### src/rtl/instr_fetch_unit.sv
// Purpose : PC register plus a small prefetch queue in front of decode.
// Latency : 1 cycle from memory return to valid_o; redirect shows the target
//           on pc_addr_o next cycle and as valid_o the cycle after that.
// Backpressure: ready_i=0 fills the queue; once full, fetch stalls and the PC holds.
//
// Ports:
//   clk_i, rst_i      clock and synchronous active-high reset
//   fetch_en_i        fetch allowed this cycle
//   pc_addr_o         word-aligned byte address to instruction memory (= PC)
//   instr_i           combinational memory return for pc_addr_o
//   redirect_i/_pc_i  branch/jump redirect and its target byte address
//   instr_o/instr_pc_o/valid_o/ready_i  head of the queue towards decode
//   level_o           queue occupancy 0..QUEUE_DEPTH
//   misalign_o        sticky misaligned-redirect flag
//
// Build option: FETCH_ALIGN_CHK_EN
//   undefined : redirect target low bits are dropped, misalign_o is 0.
//   defined   : a misaligned redirect flushes, keeps the old PC, raises
//               misalign_o and blocks fetch and further redirects until reset.

// Purpose : generic synchronous FIFO with flush; empty head reads as zero.
// Latency : 1 cycle push to pop_vld.
// Backpressure: caller must not push when full unless popping in the same cycle.
module ifu_fifo #(
  parameter int W     = 64,
  parameter int DEPTH = 2,
  parameter int LW    = $clog2(DEPTH + 1)
) (
  input  logic          clk,
  input  logic          rst,
  input  logic          flush,
  input  logic          push_vld,
  input  logic [W-1:0]  push_dat,
  input  logic          pop_rdy,
  output logic          pop_vld,
  output logic [W-1:0]  pop_dat,
  output logic [LW-1:0] level,
  output logic          full
);

  localparam int PW = (DEPTH > 1) ? $clog2(DEPTH) : 1;

  logic [W-1:0]  mem_q [DEPTH];
  logic [PW-1:0] head_q;
  logic [PW-1:0] tail_q;
  logic [LW-1:0] count_q;
  logic          do_pop;

  assign pop_vld = (count_q != '0);
  assign full    = (count_q == LW'(DEPTH));
  assign level   = count_q;
  assign do_pop  = pop_vld & pop_rdy;

  // Entries left behind by pops or a flush are stale, so gate the head.
  assign pop_dat = pop_vld ? mem_q[head_q] : '0;

  always_ff @(posedge clk) begin
    if (rst) begin
      head_q  <= '0;
      tail_q  <= '0;
      count_q <= '0;
      for (int i = 0; i < DEPTH; i++) begin
        mem_q[i] <= '0;
      end
    end else if (flush) begin
      head_q  <= '0;
      tail_q  <= '0;
      count_q <= '0;
    end else begin
      if (push_vld) begin
        mem_q[tail_q] <= push_dat;
        tail_q        <= tail_q + PW'(1);
      end
      if (do_pop) begin
        head_q <= head_q + PW'(1);
      end
      case ({push_vld, do_pop})
        2'b10:   count_q <= count_q + LW'(1);
        2'b01:   count_q <= count_q - LW'(1);
        default: count_q <= count_q;
      endcase
    end
  end

endmodule

module instr_fetch_unit #(
  parameter logic [31:0] RESET_PC    = 32'h0000_0000,
  parameter int          QUEUE_DEPTH = 2
) (
  input  logic        clk_i,
  input  logic        rst_i,
  input  logic        fetch_en_i,
  output logic [31:0] pc_addr_o,
  input  logic [31:0] instr_i,
  input  logic        redirect_i,
  input  logic [31:0] redirect_pc_i,
  output logic [31:0] instr_o,
  output logic [31:0] instr_pc_o,
  output logic        valid_o,
  input  logic        ready_i,
  output logic [3:0]  level_o,
  output logic        misalign_o
);

  localparam int LW = $clog2(QUEUE_DEPTH + 1);

  // Only the word index is stored, so the address is aligned by construction
  // and +4 wraps mod 2^32 naturally.
  logic [29:0]   pc_q;
  logic          pop;
  logic          push;
  logic          redir_take;
  logic          redir_bad;
  logic          misalign_q;
  logic          fifo_full;
  logic [LW-1:0] fifo_level;
  logic [63:0]   head_dat;

  assign pc_addr_o = {pc_q, 2'b00};
  assign pop       = valid_o & ready_i;

`ifdef FETCH_ALIGN_CHK_EN
  // Once the flag is up, redirects are ignored until reset.
  assign redir_take = redirect_i & ~misalign_q;
  assign redir_bad  = redir_take & (redirect_pc_i[1:0] != 2'b00);

  always_ff @(posedge clk_i) begin
    if (rst_i) begin
      misalign_q <= 1'b0;
    end else if (redir_bad) begin
      misalign_q <= 1'b1;
    end
  end
`else
  logic unused_redirect_lsb;

  assign redir_take          = redirect_i;
  assign redir_bad           = 1'b0;
  assign misalign_q          = 1'b0;
  assign unused_redirect_lsb = ^redirect_pc_i[1:0];
`endif

  assign misalign_o = misalign_q;

  // A full queue still accepts a fetch when the head leaves this cycle.
  assign push = fetch_en_i & ~redirect_i & ~misalign_q & (~fifo_full | pop);

  always_ff @(posedge clk_i) begin
    if (rst_i) begin
      pc_q <= RESET_PC[31:2];
    end else if (redir_take) begin
      if (!redir_bad) begin
        pc_q <= redirect_pc_i[31:2];
      end
    end else if (push) begin
      pc_q <= pc_q + 30'd1;
    end
  end

  // Redirect flushes the queue; a pop in the same cycle is simply lost.
  ifu_fifo #(
    .W     (64),
    .DEPTH (QUEUE_DEPTH),
    .LW    (LW)
  ) u_fifo (
    .clk      (clk_i),
    .rst      (rst_i),
    .flush    (redir_take),
    .push_vld (push),
    .push_dat ({pc_addr_o, instr_i}),
    .pop_rdy  (ready_i),
    .pop_vld  (valid_o),
    .pop_dat  (head_dat),
    .level    (fifo_level),
    .full     (fifo_full)
  );

  assign instr_pc_o = head_dat[63:32];
  assign instr_o    = head_dat[31:0];
  assign level_o    = 4'(fifo_level);

endmodule

### config.mk
export PLATFORM = sky130hd
export DESIGN_NAME = instr_fetch_unit
export DESIGN_NICKNAME = d
export VERILOG_FILES = /design/src/rtl/instr_fetch_unit.sv
export SDC_FILE = /design/constraint.sdc
export NUM_CORES = 1
export LEC_CHECK = 0
export CORE_MARGIN = 10
export CORE_UTILIZATION = 55
export DETAILED_ROUTE_END_ITERATION = 6
export DONT_BUFFER_PORTS = 1
export PLACE_DENSITY = 0.73
export SETUP_SLACK_MARGIN = 0.05
export SYNTH_ARGS = -nofsm -noshare
export SYNTH_HDL_FRONTEND = slang
export SYNTH_SLANG_ARGS = --single-unit
export TNS_END_PERCENT = 5
### constraint.sdc
create_clock -name clk_i -period 4.7 [get_ports clk_i]
set_clock_uncertainty 0.05 [all_clocks]
set_input_delay 0.94 -clock clk_i [delete_from_list [all_inputs] [get_ports clk_i]]
set_output_delay 0.94 -clock clk_i [all_outputs]
set_load 0.05 [all_outputs]
==> impl_metrics.csv, run 1 <==
group,metric,value,unit
outcome,outcome,"completed",
worst_setup_path,r2r_start,"u_fifo.level[1]",
power_and_ir_drop,p_clk_share,41.6,%
clock_tree,clk_pin_slew,0.06,ns
synthesis,ys_types,44,
clock_tree,cts.sinks,159,
clock_tree,h-tree-depth,4,
route,first_pass_iters,5,
grt,grt_pass1_vias,4821,
worst_setup_path,r2r_slack,1.99,ns
power_and_ir_drop,powerDensity,401.5,nW/um2
worst_setup_path,required,3.71,ns
synthesis,synth_top_area_cell,"edfxtp_1",
clock_tree,cts_tree,"done",
worst_setup_path,cp.arrival,2.69,ns
power_and_ir_drop,cell_internal_pwr,2.507,mW
synthesis,synthArstFlopShare,0,%
timing,rsz0062_at_grt,"false",
layout,area_growth_syn_to_layout,9.501,%
synthesis,ys_seq_area_share,58.84,%
layout,nNetsFinal,707,
grt,grt_pass1_wl,26.41,mm
flow_run,maxCapViolations,0,
layout,regArea,4428,um2
synthesis,syn_avg_cell_area,11.46,um2
timing,finalCritPeriodShare,78.23,%
power_and_ir_drop,pwr-share-seq,51.6,%
clock_tree,cts_resized,0,
worst_setup_path,r2r_end,"u_fifo.mem_q[1][22]",
hold_path,min_from,"u_fifo.tail_q",
worst_setup_path,crit_fanout,43,
layout,n_fill_cell,1048,
clock_tree,cts_hold_buf,0,
synthesis,ys_top_cells_by_area,"edfxtp_1, and2_1, dfxtp_1, mux2i_1, nor2_1",
die,die_area,18750,um2
synthesis,synth.cell_area,7520,um2
die,die_w,136.9,um
placement,gp_congestion,0.8341,
route,finalWirelength,17.12,mm
timing,worst_pin_slew,1.211,ns
hold_path,min_path_cells,2,
power_and_ir_drop,switching_share,24.18,%
clock_tree,insertion_delay,0.41,ns
grt,overflow,0,
die,core_area,13300,um2
clock_tree,numCtsBuffers,17,
layout,antenna-diode-count,0,
route,wire_per_inst,20.72,um
clock_tree,post-cts-setup-buffers,0,
power_and_ir_drop,irDropWorstVdd,221.5,uV
placement,io_buffers,0,
route,viasPerCell,5.711,
route,drt_iter0_drc,340,
synthesis,synth-main-ff-cell,"edfxtp_1",
timing,fin_crit,3.677,ns
layout,fin_util,61.93,%
grt,antenna_found_initial,0,
timing,max_freq,272.0,MHz
die,fp-row-count,42,
route,route.detailed.drc,0,
worst_setup_path,crit_type,"register to output pin",
die,ios,171,
die,dieHeight,136.9,um
route,ant_nets,0,
power_and_ir_drop,p_leak,2.812,nW
synthesis,synthCells,656,
timing,finalSetupViolations,0,
route,vias,4717,
clock_tree,cts_buffer_depth,2,
layout,final_layout_size_suffix_gt1_share,8.154,%
die,initial_utilization,56.56,%
grt,grt_max_degree,63,
timing,relSlewSlack,19.08,%
power_and_ir_drop,comb_power_share,6.7,%
layout,multi_input_area,2909,um2
synthesis,synth_top_area_share,49.52,%
timing,hold_ws,0.4459,ns
synthesis,yosysWarnings,0,
synthesis,synth-edff-count,124,
worst_setup_path,startpoint_type,"register",
hold_path,min_to,"u_fifo.tail_q",
worst_setup_path,r2r_cells,5,
clock_tree,clock-root-buffer,"clkbuf_16",
timing,finalMaxSlewViolations,0,
synthesis,synth_seq_cells,159,
power_and_ir_drop,power.switching,0.7993,mW
timing,hold_viol_final,0,
worst_setup_path,critPathCaptureType,"output pin",
placement,dp_hpwl,11.64,mm
grt,grt_usage,18.38,%
hold_path,hold_path_class,"register to register",
## stage by stage
stage               area [um2]  power (mW)  instances  worst slack [ns]  TNS [ns]
finish                    8234       3.306        826             1.023         0
global route              8234       3.413        826            0.8553         0
CTS                       8234       3.329        826            0.9634         0
detailed placement        7629       1.964        794             1.414         0
global placement          7629       1.953        794             1.456         0
floorplan                 7542       1.918        662           -0.3444    -42.70
## final cells by class
type	count	share of cell area, %
inverters	9	0.4103
flip-flops and latches	159	53.78
clock inverters	9	1.276
repair buffers	5	0.4559
well taps	176	2.674
multi-input cells	445	35.33
clock buffers	23	6.078
## cells in the final DEF (no fill, tap or decap), types with 2 or more instances in the layout
cell and instances:
edfxtp_1 124, and2_1 120, nor2_1 91, mux2i_1 63
dfxtp_1 34, nand2_1 28, clkbuf_16 19, a211oi_1 18
nor3_1 15, xor2_1 15, nand3_1 13, nand4_1 12
inv_1 9, xnor2_1 9, a21oi_1 7, conb_1 7
buf_4 5, nor2b_1 4, and4_1 4, nor2_4 3
and3_1 3, a311oi_1 3, a2111oi_2 3, nor4b_1 3
nand3b_1 3, a2111oi_0 3, clkbuf_1 3, clkinvlp_4 3
o21bai_4 2, or2_2 2, bufinv_16 2, clkinv_2 2
## registers in the layout (all words and copies together), names as in the netlist, named ones only
register / cells
pc_q: 30
u_fifo.head_q: 1
u_fifo.level: 2
u_fifo.mem_q: 124
u_fifo.tail_q: 1
## worst max-delay path, stage by stage (launching register included)
cell     delay (ns)
dfxtp_1        0.83
nor2_4         0.37
buf_4          0.34
nor2_1         0.73
## synthesized netlist by cell type (all sizes together) (2+ instances only)
master   number
or2           2
nor2         94
a2111oi       6
edfxtp      124
a21oi         7
nor2b         4
clkbuf       36
xor2         15
and4          4
and3          3
nand4        12
nand3        14
xnor2         9
nor3         16
and2        121
nand3b        3
o21bai        2
a211oi       18
buf          13
nor4b         4
inv           9
nand2        29
mux2i        63
dfxtp        35
a311oi        3
nor3b         2
## metal layers
layer | GRT usage [%] | wire (um)
met1 | 21.66 | 6739
met2 | 30.19 | 8336
met3 | 7.441 | 1834
met4 | 5.562 | 207
met5 | 0 | 0
## power by group through the flow
stage               Sequential, mW  Combinational, mW  Clock [mW]
global route                  1.72              0.243        1.45
floorplan                     1.72              0.201           0
global placement              1.73              0.221           0
detailed placement            1.74              0.226           0
CTS                           1.71              0.226        1.39
finish                        1.71              0.223        1.38
## kinds of logic (layout without fill, tap and decap cells)
kind of cell             after synthesis  in the layout  synth area share [%]
AO/OA/AOI/OAI                         38             38                 3.910
flip-flops                           159            159                 58.84
adder cells (fa/ha/maj)                1              1                0.1664
multiplexers                          63             63                 8.386
XOR/XNOR                              24             24                 2.795
AND/OR/NAND/NOR                      312            312                 22.55
buffers and inverters                 58             46                 3.311
other                                  1              7               0.04987
## worst max-delay path by stage
stage / depth (start not counted) / end / slack [ns] / start
6_report: 3 / instr_pc_o[26] / 1.02 / u_fifo.level[1]
3_5_place_dp: 3 / instr_pc_o[23] / 1.41 / u_fifo.level[1]
2_1_floorplan: 4 / u_fifo.mem_q[1][0] / -0.34 / redirect_i
3_3_place_gp: 3 / instr_pc_o[31] / 1.46 / u_fifo.level[1]
4_1_cts: 3 / instr_pc_o[23] / 0.96 / u_fifo.level[1]
5_1_grt: 3 / instr_pc_o[15] / 0.86 / u_fifo.level[1]
Note: power is estimated with default switching activity, not from simulation.
==> inputs of run 2 (changes only) <==
--- a/config.mk
+++ b/config.mk
@@ -9,7 +9,7 @@
 export CORE_UTILIZATION = 55
 export DETAILED_ROUTE_END_ITERATION = 6
 export DONT_BUFFER_PORTS = 1
-export PLACE_DENSITY = 0.73
+export PLACE_DENSITY = 0.7
 export SETUP_SLACK_MARGIN = 0.05
 export SYNTH_ARGS = -nofsm -noshare
 export SYNTH_HDL_FRONTEND = slang
==> constraint.sdc (replaced) <==
create_clock -name clk_i -period 3.5 [get_ports clk_i]
set_clock_uncertainty 0.05 [all_clocks]
set_input_delay 0.7 -clock clk_i [delete_from_list [all_inputs] [get_ports clk_i]]
set_output_delay 0.7 -clock clk_i [all_outputs]
set_load 0.05 [all_outputs]
==> impl_metrics.csv, run 2 (synthesized netlist as in run 1, its figures left out) <==
group,metric,value,unit
layout,final_layout_size_suffix_gt1_share,18.66,%
grt,overflow,0,
clock_tree,h-tree-depth,4,
worst_setup_path,crit_fanout,53,
placement,pre_cts_slack,0.7475,ns
worst_setup_path,required,2.75,ns
placement,place_inst,878,
clock_tree,cts.sinks,159,
grt,grt_usage,19.19,%
clock_tree,cts_resized,0,
layout,fin_util,66.51,%
power_and_ir_drop,switching_share,25.18,%
hold_path,hold_path_class,"primary input to register",
clock_tree,cts_buffer_depth,2,
timing,hold_viol_final,0,
die,dieHeight,136.9,um
grt,antenna_found_initial,0,
worst_setup_path,critPathCaptureType,"output pin",
power_and_ir_drop,irDropWorstVdd,299.0,uV
timing,finalCritPeriodShare,82.01,%
worst_setup_path,critPathSlowestCell,"dfxtp_1",
die,fp-row-count,42,
power_and_ir_drop,p_clk_share,39.2,%
timing,worst_pin_slew,1.215,ns
layout,layout_commonest_cell,"edfxtp_1",
grt,use_met3,8.248,%
route,finalWirelength,17.84,mm
clock_tree,cts_tree,"done",
power_and_ir_drop,power.switching,1.094,mW
route,drt_iter0_drc,287,
placement,gp_congestion,0.8416,
flow_run,maxCapViolations,0,
layout,area_growth_syn_to_layout,17.59,%
clock_tree,clk_pin_slew,0.06,ns
grt,grt_max_degree,63,
worst_setup_path,crit_chain,"nor2_4 -> buf_12 -> nor2_1 -> buf_4",
timing,relSlewSlack,18.83,%
worst_setup_path,crit_type,"register to output pin",
route,route.detailed.drc,0,
power_and_ir_drop,powerDensity,491.6,nW/um2
layout,nNetsFinal,791,
grt,grt_pass1_wl,27.81,mm
die,die_area,18750,um2
clock_tree,clock-root-buffer,"clkbuf_16",
grt,grt_pass1_vias,5246,
layout,top_register,"u_fifo.mem_q",
die,ios,171,
timing,hold_ws,0.2935,ns
power_and_ir_drop,cell_internal_pwr,3.253,mW
grt,use_met2,32.19,%
worst_setup_path,cp.arrival,2.12,ns
route,wire_per_inst,19.60,um
timing,finalSetupViolations,0,
timing,fin_crit,2.870,ns
layout,antenna-diode-count,0,
clock_tree,insertion_delay,0.42,ns
clock_tree,cts_hold_buf,0,
die,initial_utilization,56.56,%
clock_tree,post-cts-setup-buffers,0,
layout,final_cells,910,
route,first_pass_iters,6,
route,ant_nets,0,
die,die_w,136.9,um
power_and_ir_drop,pwr-share-seq,51.0,%
timing,max_freq,348.4,MHz
timing,finalMaxSlewViolations,0,
die,core_area,13300,um2
clock_tree,numCtsBuffers,17,
power_and_ir_drop,comb_power_share,9.8,%
grt,grt-busiest-layer,"met2",
layout,final_cell_mix,"edfxtp_1, and2_1, nor2_1, buf_4, mux2i_1",
worst_setup_path,startpoint_type,"register",
timing,rsz0062_at_grt,"false",
timing,finalSetupTns,0,ns
worst_setup_path,slowest_delay,0.84,ns
timing,setup_ws,0.6296,ns
layout,largest_reg_flops,124,
grt,grt_use_met1,21.40,%
placement,dp_hpwl,11.90,mm
outcome,outcome,"completed",
placement,io_buffers,0,
route,vias,5054,
route,viasPerCell,5.554,
power_and_ir_drop,p_leak,3.242,nW
run 2: worst paths after layout:
path | start | end | slack (ns) | cells past startpoint
worst min-delay path | rst_i | pc_q[21] | 0.29 | 1
worst max-delay path | u_fifo.level[1] | instr_pc_o[15] | 0.63 | 4
worst max register to register | u_fifo.level[1] | u_fifo.mem_q[1][3] | 0.76 | 5
worst min register to register | u_fifo.tail_q | u_fifo.tail_q | 0.44 | 2
run 2: per-layer routing:
metal	wire length, um	up-vias
li1	-	2413
met1	7031	2451
met4	249	0
met2	8849	170
met3	1707	20
met5	0	-
run 2: layout make-up:
class / count / area (um2)
fillers: 1017 / 4453
flip-flops and latches: 159 / 4428
multi-input cells: 445 / 2909
repair buffers: 89 / 705.7
clock buffers: 22 / 454.2
well taps: 176 / 220.2
clock inverters: 10 / 91.34
inverters: 9 / 33.78
run 2: power by group through the flow:
| stage | Combinational [mW] | Sequential, mW | Clock [mW] |
|---|---|---|---|
| finish | 0.428 | 2.22 | 1.70 |
| global route | 0.459 | 2.23 | 1.82 |
| CTS | 0.433 | 2.22 | 1.73 |
| detailed placement | 0.431 | 2.26 | 0 |
| global placement | 0.424 | 2.25 | 0 |
| floorplan | 0.270 | 2.30 | 0 |
run 2: stage by stage:
stage	power [mW]	cell area, um2
floorplan	2.573	7550
global route	4.503	8842
detailed placement	2.689	8297
global placement	2.673	8297
finish	4.347	8842
CTS	4.381	8842
run 2: worst max-delay path, delay by kind of cell (launching register included):
family	cells	cell delay, ns
buffers and inverters	2	0.47
AND/OR/NAND/NOR	2	0.36
flip-flops	1	0.84
==> inputs of run 3 (changes only) <==
==> constraint.sdc (replaced) <==
create_clock -name clk_i -period 2.7 [get_ports clk_i]
set_clock_uncertainty 0.05 [all_clocks]
set_input_delay 0.54 -clock clk_i [delete_from_list [all_inputs] [get_ports clk_i]]
set_output_delay 0.54 -clock clk_i [all_outputs]
set_load 0.05 [all_outputs]
==> impl_metrics.csv, run 3 (synthesized netlist as in run 1, its figures left out) <==
group,metric,value,unit
route,wire_per_inst,19.35,um
grt,grt_pass1_vias,5241,
power_and_ir_drop,pwr-share-seq,48.6,%
timing,relSlewSlack,40.84,%
die,ios,171,
hold_path,min_from,"rst_i",
clock_tree,clock-root-buffer,"clkbuf_16",
power_and_ir_drop,switching_share,24.66,%
grt,overflow,0,
timing,worst_pin_slew,0.8874,ns
clock_tree,insertion_delay,0.42,ns
worst_setup_path,crit_type,"register to output pin",
layout,top_register,"u_fifo.mem_q",
flow_run,maxCapViolations,0,
die,initial_utilization,56.56,%
layout,layout_commonest_cell,"edfxtp_1",
grt,grt_usage,19.53,%
route,finalWirelength,17.86,mm
layout,nNetsFinal,804,
power_and_ir_drop,p_leak,3.351,nW
clock_tree,h-tree-depth,4,
clock_tree,cts_hold_buf,0,
timing,finalCritPeriodShare,85.81,%
layout,final_cell_mix,"edfxtp_1, and2_1, buf_4, nor2_1, mux2i_1",
worst_setup_path,startpoint_type,"register",
outcome,outcome,"completed",
die,fp-row-count,42,
power_and_ir_drop,powerDensity,641.6,nW/um2
clock_tree,clk_pin_slew,0.06,ns
layout,final_layout_size_suffix_gt1_share,20.62,%
route,drt_iter0_drc,345,
route,first_pass_iters,5,
timing,rsz0062_at_grt,"false",
route,vias,5065,
layout,antenna-diode-count,0,
power_and_ir_drop,p_clk_share,40.4,%
clock_tree,numCtsBuffers,17,
power_and_ir_drop,irDropWorstVdd,388.8,uV
die,dieHeight,136.9,um
worst_setup_path,cp-startpoint,"u_fifo.level[1]",
layout,area_growth_syn_to_layout,20.00,%
placement,dp_hpwl,12.03,mm
placement,io_buffers,0,
worst_setup_path,critPathCaptureType,"output pin",
worst_setup_path,r2r_start,"u_fifo.level[1]",
layout,fin_util,67.87,%
worst_setup_path,cp.arrival,1.73,ns
power_and_ir_drop,cell_internal_pwr,4.362,mW
grt,antenna_found_initial,0,
clock_tree,cts_resized,0,
worst_setup_path,crit_fanout,62,
grt,grt_pass1_wl,28.34,mm
power_and_ir_drop,power.switching,1.428,mW
worst_setup_path,required,2.11,ns
route,route.detailed.drc,0,
timing,finalSetupTns,0,ns
timing,fin_crit,2.317,ns
layout,largest_reg_flops,124,
timing,hold_viol_final,0,
power_and_ir_drop,comb_power_share,11.0,%
die,die_area,18750,um2
clock_tree,cts_buffer_depth,2,
route,ant_nets,0,
timing,max_freq,431.6,MHz
die,core_area,13300,um2
timing,finalSetupViolations,0,
die,die_w,136.9,um
placement,gp_congestion,0.8514,
clock_tree,post-cts-setup-buffers,0,
hold_path,hold_path_class,"primary input to register",
clock_tree,cts.sinks,159,
timing,finalMaxSlewViolations,0,
grt,grt_max_degree,63,
route,viasPerCell,5.488,
clock_tree,cts_tree,"done",
-- run 3: changes by cell type in the layout (fill, tap and decap cells not counted) --
| cell | before | now |
|---|---|---|
| buf_12 | 3 | 6 |
| clkbuf_8 | 1 | 4 |
| dfxtp_1 | 34 | 33 |
| buf_4 | 86 | 96 |
| clkinv_2 | 3 | 4 |
| clkinvlp_4 | 5 | 3 |
| clkbuf_16 | 17 | 18 |
| dfxtp_2 | 0 | 1 |
| clkbuf_1 | 4 | 1 |
-- run 3: cell type report --
cell class / count / area (um2)
clock buffers: 23 / 509.2
clock inverters: 9 / 81.33
fillers: 1013 / 4272
inverters: 9 / 33.78
multi-input cells: 445 / 2909
flip-flops and latches: 159 / 4429
well taps: 176 / 220.2
repair buffers: 102 / 840.8
-- run 3: path summary, 6_finish.rpt --
path,endpoint,slack (ns),cells after the start
setup / recovery,instr_pc_o[16],0.38,5
hold / removal,pc_q[17],0.14,1
setup reg to reg,u_fifo.mem_q[0][44],0.54,5
hold reg to reg,u_fifo.head_q,0.47,2
-- run 3: power groups by stage --
stage	clock, mW	sequential, mW	combinational [mW]
global placement	0	2.86	0.629
floorplan	0	2.98	0.354
finish	2.34	2.81	0.636
global route	2.50	2.82	0.682
CTS	2.36	2.81	0.642
detailed placement	0	2.86	0.640
-- run 3: through the flow --
step / power (mW) / hold WS, ns / instance area, um2 / std cells / setup slack (ns)
2_1_floorplan: 3.335 / 0.4119 / 7567 / 662 / 0.07597
3_3_place_gp: 3.485 / 0.4247 / 8433 / 891 / 0.4407
3_5_place_dp: 3.504 / 0.4519 / 8433 / 891 / 0.4192
5_1_grt: 6.002 / 0.1125 / 9024 / 923 / 0.2775
6_report: 5.789 / 0.1389 / 9024 / 923 / 0.3832
4_1_cts: 5.819 / 0.1263 / 9024 / 923 / 0.3687
-- run 3: routing by layer --
layer | global-route usage, % | wire length (um) | part of all wire, %
met1 | 22.51 | 7025 | 39
met2 | 32.09 | 8742 | 49
met3 | 8.614 | 1838 | 10
met4 | 6.030 | 250 | 1.4
met5 | 0 | 0 | 0
-- run 3: worst max-delay path, stage by stage (launching register included) --
cell	delay, ns
dfxtp_1	0.30
buf_4	0.21
nor2_4	0.16
buf_12	0.26
nor2_1	0.12
buf_4	0.21
